### src/rtl/xs3_pkg.sv
// Shared types and constants for the serial BCD <-> Excess-3 converter.
// Optional digit validity checking is enabled by defining XS3_CHECK_EN.
package xs3_pkg;

    typedef enum logic [1:0] {
        IDLE = 2'd0,
        CONV = 2'd1,
        DONE = 2'd2
    } xs3_state_t;

    localparam logic [3:0] XS3_OFFSET   = 4'd3;
    localparam logic       MODE_BCD2XS3 = 1'b0;
    localparam logic       MODE_XS32BCD = 1'b1;
    localparam logic [3:0] BCD_MAX      = 4'd9;
    localparam logic [3:0] XS3_MIN      = 4'd3;
    localparam logic [3:0] XS3_MAX      = 4'd12;

endpackage

### src/rtl/xs3_digit_conv.sv
// Single-digit BCD <-> XS3 converter, purely combinational.
// With XS3_CHECK_EN defined, out-of-range digits are flagged and forced to 4'hF.
module xs3_digit_conv
    import xs3_pkg::*;
(
    input  logic [3:0] digit_in,
    input  logic       mode,
    output logic [3:0] digit_out,
    output logic       invalid
);

    logic [3:0] sum;

    always_comb begin
        // Per-digit modulo-16 arithmetic; carry/borrow is intentionally dropped.
        if (mode == MODE_XS32BCD) begin
            sum = digit_in - XS3_OFFSET;
        end else begin
            sum = digit_in + XS3_OFFSET;
        end
`ifdef XS3_CHECK_EN
        if (mode == MODE_BCD2XS3) begin
            invalid = (digit_in > BCD_MAX);
        end else begin
            invalid = (digit_in < XS3_MIN) || (digit_in > XS3_MAX);
        end
        digit_out = invalid ? 4'hF : sum;
`else
        invalid   = 1'b0;
        digit_out = sum;
`endif
    end

endmodule

### src/rtl/bcd_xs3_serial_conv.sv
// Multi-digit BCD <-> XS3 converter, one digit per clock LSD first, valid/ready on both sides.
// Define XS3_CHECK_EN to flag invalid digits on out_err.
//
//   state | meaning
//   IDLE  | in_ready high, waiting for an input word
//   CONV  | converting digit[idx] each cycle
//   DONE  | out_valid high, result held until out_ready
module bcd_xs3_serial_conv
    import xs3_pkg::*;
#(
    parameter int DIGITS = 4
) (
    input  logic                  clk,
    input  logic                  rst,
    input  logic                  in_valid,
    output logic                  in_ready,
    input  logic                  in_mode,
    input  logic [4*DIGITS-1:0]   in_data,
    output logic                  out_valid,
    input  logic                  out_ready,
    output logic [4*DIGITS-1:0]   out_data,
    output logic                  out_err
);

    localparam int W    = 4 * DIGITS;
    localparam int IDXW = (DIGITS > 1) ? $clog2(DIGITS) : 1;
    localparam logic [IDXW-1:0] LAST_IDX = IDXW'(DIGITS - 1);

    xs3_state_t      state_q, state_d;
    logic [IDXW-1:0] idx_q, idx_d;
    logic [W-1:0]    src_q, src_d;
    logic [W-1:0]    res_q, res_d;
    logic            mode_q, mode_d;
    logic            err_q, err_d;

    logic [3:0]      digit_sel;
    logic [3:0]      digit_res;
    logic            digit_bad;

    always_ff @(posedge clk) begin
        if (rst) begin
            state_q <= IDLE;
        end else begin
            state_q <= state_d;
        end
    end

    always_comb begin
        state_d = state_q;
        case (state_q)
            IDLE:    if (in_valid)           state_d = CONV;
            CONV:    if (idx_q == LAST_IDX)  state_d = DONE;
            DONE:    if (out_ready)          state_d = IDLE;
            default:                         state_d = IDLE;
        endcase
    end

    always_comb begin
        in_ready  = (state_q == IDLE);
        out_valid = (state_q == DONE);
    end

    // One shared converter; idx selects which digit it sees this cycle.
    always_comb begin
        digit_sel = 4'h0;
        for (int i = 0; i < DIGITS; i++) begin
            if (idx_q == IDXW'(i)) begin
                digit_sel = src_q[i*4 +: 4];
            end
        end
    end

    xs3_digit_conv u_digit_conv (
        .digit_in  (digit_sel),
        .mode      (mode_q),
        .digit_out (digit_res),
        .invalid   (digit_bad)
    );

    always_comb begin
        idx_d  = idx_q;
        src_d  = src_q;
        res_d  = res_q;
        mode_d = mode_q;
        err_d  = err_q;
        case (state_q)
            IDLE: begin
                if (in_valid) begin
                    src_d  = in_data;
                    mode_d = in_mode;
                    res_d  = '0;
                    err_d  = 1'b0;
                    idx_d  = '0;
                end
            end
            CONV: begin
                for (int i = 0; i < DIGITS; i++) begin
                    if (idx_q == IDXW'(i)) begin
                        res_d[i*4 +: 4] = digit_res;
                    end
                end
                err_d = err_q | digit_bad;
                idx_d = idx_q + 1'b1;
            end
            default: ;
        endcase
    end

    always_ff @(posedge clk) begin
        if (rst) begin
            idx_q  <= '0;
            src_q  <= '0;
            res_q  <= '0;
            mode_q <= MODE_BCD2XS3;
            err_q  <= 1'b0;
        end else begin
            idx_q  <= idx_d;
            src_q  <= src_d;
            res_q  <= res_d;
            mode_q <= mode_d;
            err_q  <= err_d;
        end
    end

    assign out_data = res_q;
    assign out_err  = err_q;

endmodule

### config.mk
export PLATFORM = sky130hd
export DESIGN_NAME = bcd_xs3_serial_conv
export DESIGN_NICKNAME = d
export VERILOG_FILES = /design/src/rtl/xs3_pkg.sv /design/src/rtl/xs3_digit_conv.sv /design/src/rtl/bcd_xs3_serial_conv.sv
export SDC_FILE = /design/constraint.sdc
export NUM_CORES = 1
export LEC_CHECK = 0
export ABC_AREA = 0
export CAP_MARGIN = 40
export CORE_UTILIZATION = 49
export DETAILED_ROUTE_END_ITERATION = 10
export PLACE_DENSITY = 0.81
export SYNTH_ARGS = -nofsm -noshare
export SYNTH_HDL_FRONTEND = slang
export SYNTH_SLANG_ARGS = --single-unit
### constraint.sdc
create_clock -name clk -period 3 [get_ports clk]
set_input_delay 0.6 -clock clk [delete_from_list [all_inputs] [get_ports clk]]
set_output_delay 0.6 -clock clk [all_outputs]
set_load 0.02 [all_outputs]
; Word-level counts from Yosys, hierarchy flattened
; Index checks and enable logic that the tools add are counted.
[classes]
n_eq_ne = 11
add_sub_neg = 3
n_reduce_logical = 10
n_mux = 17
[ops]
columns = operator, n
row1 = 4-bit 2-to-1 mux, 9
row2 = 16-bit case mux with 2 select lines, 1
row3 = 16-bit 2-to-1 mux, 1
row4 = 3-bit AND reduction, 5
row5 = "2-bit inequality test, second input constant", 5
row6 = 2-bit 2-to-1 mux, 4
row7 = "2-bit == test, second input constant", 3
row8 = 2-bit case mux with 3 select lines, 1
row9 = "4-bit by 2-bit adder with 4-bit output, second input constant", 1
row10 = "2-bit by 1-bit == test with 1-bit output, second input constant", 2
row11 = 2-bit logical NOT, 2
row12 = 2-bit case mux with 2 select lines, 1
row13 = 2-bit AND reduction, 2
row14 = "4-bit by 2-bit subtractor with 4-bit output, second input constant", 1
row15 = "2-bit by 1-bit adder with 2-bit output, second input constant", 1
row16 = "2-bit by 1-bit inequality test with 1-bit output, second input constant", 1
row17 = 2-bit nonzero test, 1
[totals]
output_inout_bits = 19
reg_bits = 37
inputBits = 21
elab_cells = 49

; Depth between registers and ports, before layout
[logic_depth]
ltp_word = 9
ltp_mapped = 14
ltp_nobuf = 13

; Cells and area by module
; Synthesis repeated with hierarchy kept, for this count alone.
[hier_totals]
cells_unflattened = 214
area_unflattened_um2 = 1811.7
[by_module_without_submodules]
columns = mod, cells_per_inst, seq_area_each_um2, instances, area_each_um2
row1 = bcd_xs3_serial_conv, 202, 760.7, 1, 1705.4
row2 = xs3_digit_conv, 12, 0.0, 1, 106.4

; Worst setup path after synthesis
; OpenSTA, ideal clock, no wires.
[synth_path]
path_kind = register -> register
from = register idx_q[0]
to = register res_q[11], in the netlist out_data[11]
setup_slack_ns = 0.378
path_buffers = 1
setup_ns = 0.062
period_less_slack_ns = 2.622
t_required_ns = 2.938
arrival_time_ns = 2.560
stages_incl_launch_ff = 14
path_cell_list = dfxtp_1 inv_1 ha_1 clkbuf_1 a21oi_1 a21oi_1 nor2_1 a21o_1 ha_1 a2111oi_4 o311a_1 nor3_2 a2111o_1 nand3_1
[synth_via]
elab_chain_cells = 9
word_cells_on_any_way = 15
cone_classes = add/sub: 2 / eq/ne: 4 / mux: 7 / reduce/logical: 2
[synth_lines]
columns = element, line_no
row1 = start: declaration, bcd_xs3_serial_conv.sv:30  ; logic [IDXW-1:0] idx_q, idx_d;
row2 = start signal: assignment, bcd_xs3_serial_conv.sv:117  ; idx_q <= idx_d;
row3 = 2-bit logical NOT, bcd_xs3_serial_conv.sv:67  ; if (idx_q == IDXW'(i)) begin
row4 = 4-bit 2-to-1 mux (4 in a row), bcd_xs3_serial_conv.sv:67
row5 = 4-bit by 2-bit adder with 4-bit output or 4-bit by 2-bit subtractor with 4-bit output (tied branches), "xs3_digit_conv.sv:19, xs3_digit_conv.sv:17"
row6 = 4-bit 2-to-1 mux, xs3_digit_conv.sv:16  ; if (mode == MODE_XS32BCD) begin
row7 = 4-bit 2-to-1 mux, bcd_xs3_serial_conv.sv:98  ; if (idx_q == IDXW'(i)) begin
row8 = 16-bit case mux with 2 select lines, bcd_xs3_serial_conv.sv:86  ; case (state_q)
row9 = end signal: assignment, bcd_xs3_serial_conv.sv:119  ; res_q <= res_d;
row10 = end: declaration, bcd_xs3_serial_conv.sv:32  ; logic [W-1:0] res_q, res_d;
; Several ways; a longest one is shown, not always the timed one. The select of a mux whose other input is x is not followed.
; A chain may end at the register's enable or synchronous reset.

; Worst setup path in the final report
[layout_path]
from = register idx_q[1]
to = register res_q[7], in the netlist out_data[7]
; The elaborated chain is that of the path after synthesis.

==> flow_metrics.py <==
metrics = {
    "route": {
        "first_pass_iters": 4,
        "viasPerCell": 5.46,
        "drtAntennaViolNets": 0,
        "postRouteWirelength_mm": 3.89,
        "drt_iter0_markers": 141,
        "vias": 1676,
        "wire_per_inst_um": 12.7,
        "drcViolationCount": 0,
    },
    "synth": {
        "syn_nets": 253,
        "ys_ff_latch": 37,
        "postSynthCellCount": 225,
        "synth_edf_count": 0,
        "synth_warnings": 0,
        "syn_area_um2": 1780,
        "yosysSeqAreaShare_pct": 41.6,
        "synth_cell_type_count": 34,
        "syn_avg_cell_area_um2": 7.91,
        "synthArstFlopShare_pct": 0,
        "yosys_most_used_dff": "dfxtp_1",
    },
    "worst_setup_path": {
        "cp_data_arrival_time_ns": 3.02,
        "cpPeakStageDelay_ns": 0.39,
        "cp-start-kind": "register",
        "reg2reg_from": "idx_q[1]",
        "crit_top_cell": "a21oi_1",
        "cp-startpoint": "idx_q[1]",
        "critPathKind": "reg -> reg",
        "path_max_fanout": 14,
        "critPathCaptureType": "register",
        "crit_slowest_cell": "a2111o_1",
        "crit_chain": "inv_1, ha_2, nand3b_1, a21oi_1, a21oi_1, nor2_1, a21o_1, ha_1, a2111oi_4, o311a_1, nor3_2, a2111o_1, nand3_1",
        "critPathRequiredTime_ns": 3.29,
    },
    "power": {
        "p_int_uw": 806,
        "seq_power_share_pct": 48.7,
        "vdd_ir_drop_max_mv": 0.311,
        "p_leak_uw": 0.000841,
        "p_comb_share_pct": 18.6,
        "power_uw": 1090,
        "cellPowerDensity_nw_per_um2": 481,
        "p_clk_share_pct": 32.7,
        "switching_power_uw": 288,
        "p_sw_share_pct": 26.3,
    },
    "global_routing": {
        "grt_pass1_vias": 1587,
        "grt_usage_pct": 22.7,
        "grt_max_degree": 24,
        "grt_first_pass_wirelength_mm": 7.07,
        "antenna_found_initial": 0,
        "grt_overflow": 0,
    },
    "layout": {
        "seqCellArea_um2": 741,
        "fill_cells": 305,
        "drive_gt1_share_pct": 6.90,
        "syn2layout_area_growth_pct": 27.9,
        "multi_input_area_um2": 957,
        "n_antenna_cell": 0,
        "final_cells": 307,
        "nNetsFinal": 288,
    },
    "sta": {
        "relSlewSlack_pct": 51.3,
        "grt_setup_unrepaired": "no",
        "fin_crit_sh_pct": 91.0,
        "fin_tns_setup_ns": 0,
        "max_slew.worst_pin.slew_ns": 0.728,
        "fmax_mhz": 366,
        "period_needed_ns": 2.73,
        "final_max_slew_viol_count": 0,
        "finalSetupViolCount": 0,
        "holdWs_ns": 0.457,
        "hold_viol_final": 0,
        "skew_ns": 0.00715,
        "setup_slack_ns": 0.270,
    },
    "floorplanning": {
        "floorplan.initialDensity_pct": 52.1,
        "dieArea_um2": 3880,
        "die_w_um": 62.3,
        "io_pins": 40,
        "core_area_um2": 3420,
        "num_rows": 21,
        "die_h_um": 62.3,
    },
    "placed_design": {
        "io_buffer_count": 38,
        "hpwl_mm": 2.92,
        "dp_worst_setup_slack_ns": 0.180,
        "dp_cells": 299,
        "gp_congestion": 0.921,
    },
    "min_path": {
        "hp-class": "reg -> reg",
        "hold_start": "out_data[6]",
    },
    "clock_tree": {
        "cts_max_level": 2,
        "cts_setup_buffers": 0,
        "clkSlewWorstSetupHoldPaths_ns": 0.11,
        "max-clock-path-buffers": 2,
        "clockRootBuffer": "clkbuf_4",
        "tritoncts": "done",
        "cts_made_buffers": 5,
        "cts_sinks": 37,
        "postCtsHoldBufs": 0,
        "clk_latency_ns": 0.35,
    },
    "run_status": {
        "outcome": "finished clean",
    },
    "job": {
        "maxCapViolations": 0,
    },
}
## synthesized netlist by cell type, types with 2 or more instances
cell type	n	area share, %
nor2_1	21	4.4
a32oi_1	3	1.5
mux2i_1	2	1.1
nand3_1	5	1.4
nand2_1	51	11
o21ai_0	7	2.0
buf_4	2	0.84
a21oi_1	38	11
nand2b_1	4	1.4
clkbuf_1	12	2.5
nand4_1	4	1.4
nor2b_1	2	0.70
inv_1	3	0.63
ha_1	6	4.2
nand3b_1	7	3.0
dfxtp_1	37	42
a2111o_1	4	2.5
## cell families after synthesis
| group | share of synthesized area, % |
|---|---|
| simple gates | 25.1 |
| compound gates | 21.2 |
| flops | 41.6 |
| buf+inv | 4.92 |
| fa+ha+maj | 5.34 |
| mux | 1.12 |
| other cells | 0.211 |
| xor+xnor | 0.492 |
## cells in the final DEF, fill, tap and decap left out, drive strengths merged
| cell type | n |
|---|---|
| buf | 6 |
| nand3b | 7 |
| clkbuf | 7 |
| o311a | 1 |
| o21ai | 8 |
| a21o | 1 |
| inv | 3 |
| o311ai | 1 |
| nand2 | 51 |
| nor2b | 2 |
| dfxtp | 37 |
| a2111o | 4 |
| nand4 | 4 |
| a211oi | 1 |
| and3b | 1 |
| ha | 6 |
| nand2b | 4 |
| nor2 | 21 |
| mux2i | 2 |
| a21oi | 38 |
| fa | 1 |
| xor2 | 1 |
| nand3 | 5 |
| nor3 | 2 |
| conb | 1 |
| or3 | 1 |
| a2111oi | 2 |
| bufinv | 1 |
| a32oi | 3 |
| clkdlybuf4s50 | 38 |
| and2 | 1 |
## per-layer routing
layer,global-route usage [%],up-vias,routed length [um]
met1,29.0,768,1840
met2,36.1,54,1790
met5,0,-,0
met4,10.2,0,85
met3,5.51,11,176
li1,-,843,-
## flip-flops by register name (all words and copies together) (netlist names)
| signal | count |
|---|---|
| mode_q | 1 |
| out_data | 16 |
| idx_q | 2 |
| src_q | 16 |
| state_q | 2 |
## final cells by class
class / instances / area share (%)
clock buffers: 7 / 2.42
inverters: 3 / 0.495
well taps: 46 / 2.53
flip-flops and latches: 37 / 32.5
multi-input cells: 169 / 42.0
clock inverters: 1 / 1.32
repair buffers: 44 / 18.7
## per-stage QoR
stage | area (um^2) | utilization [%]
floorplan | 1780 | -
global placement | 2190 | 64.0
detailed placement | 2190 | 64.0
CTS | 2270 | 66.5
global route | 2280 | 66.7
finish | 2280 | 66.7
## power groups by stage
stage | Combinational [uW] | Sequential [uW] | Clock, uW
after global routing | 227 | 536 | 389
after floorplan | 121 | 550 | 0
final | 204 | 533 | 358
after global placement | 198 | 543 | 0
after CTS | 203 | 533 | 366
after detailed placement | 203 | 544 | 0
## timing repair
| action | 4_1_cts | 5_1_grt |
|---|---|---|
| gates resized for setup | 0 | 2 |
| hold endpoints to repair | 0 | 0 |
| setup endpoints to repair | 0 | 5 |
## critical path: cells and delay by family (launching register included)
| family | cells | cell delay [ns] |
|---|---|---|
| compound gates | 6 | 1.28 |
| fa+ha+maj | 2 | 0.55 |
| simple gates | 4 | 0.39 |
| flops | 1 | 0.35 |
| buf+inv | 1 | 0.09 |
## path summary, 6_finish.rpt
kind	end	slack [ns]	depth (start not counted)
worst max-delay path	out_data[7]	0.27	13
worst min-delay path	out_data[6]	0.46	2
worst max register to register	out_data[7]	0.27	13
worst min register to register	out_data[6]	0.46	2
(Power assumes the default switching activity.)
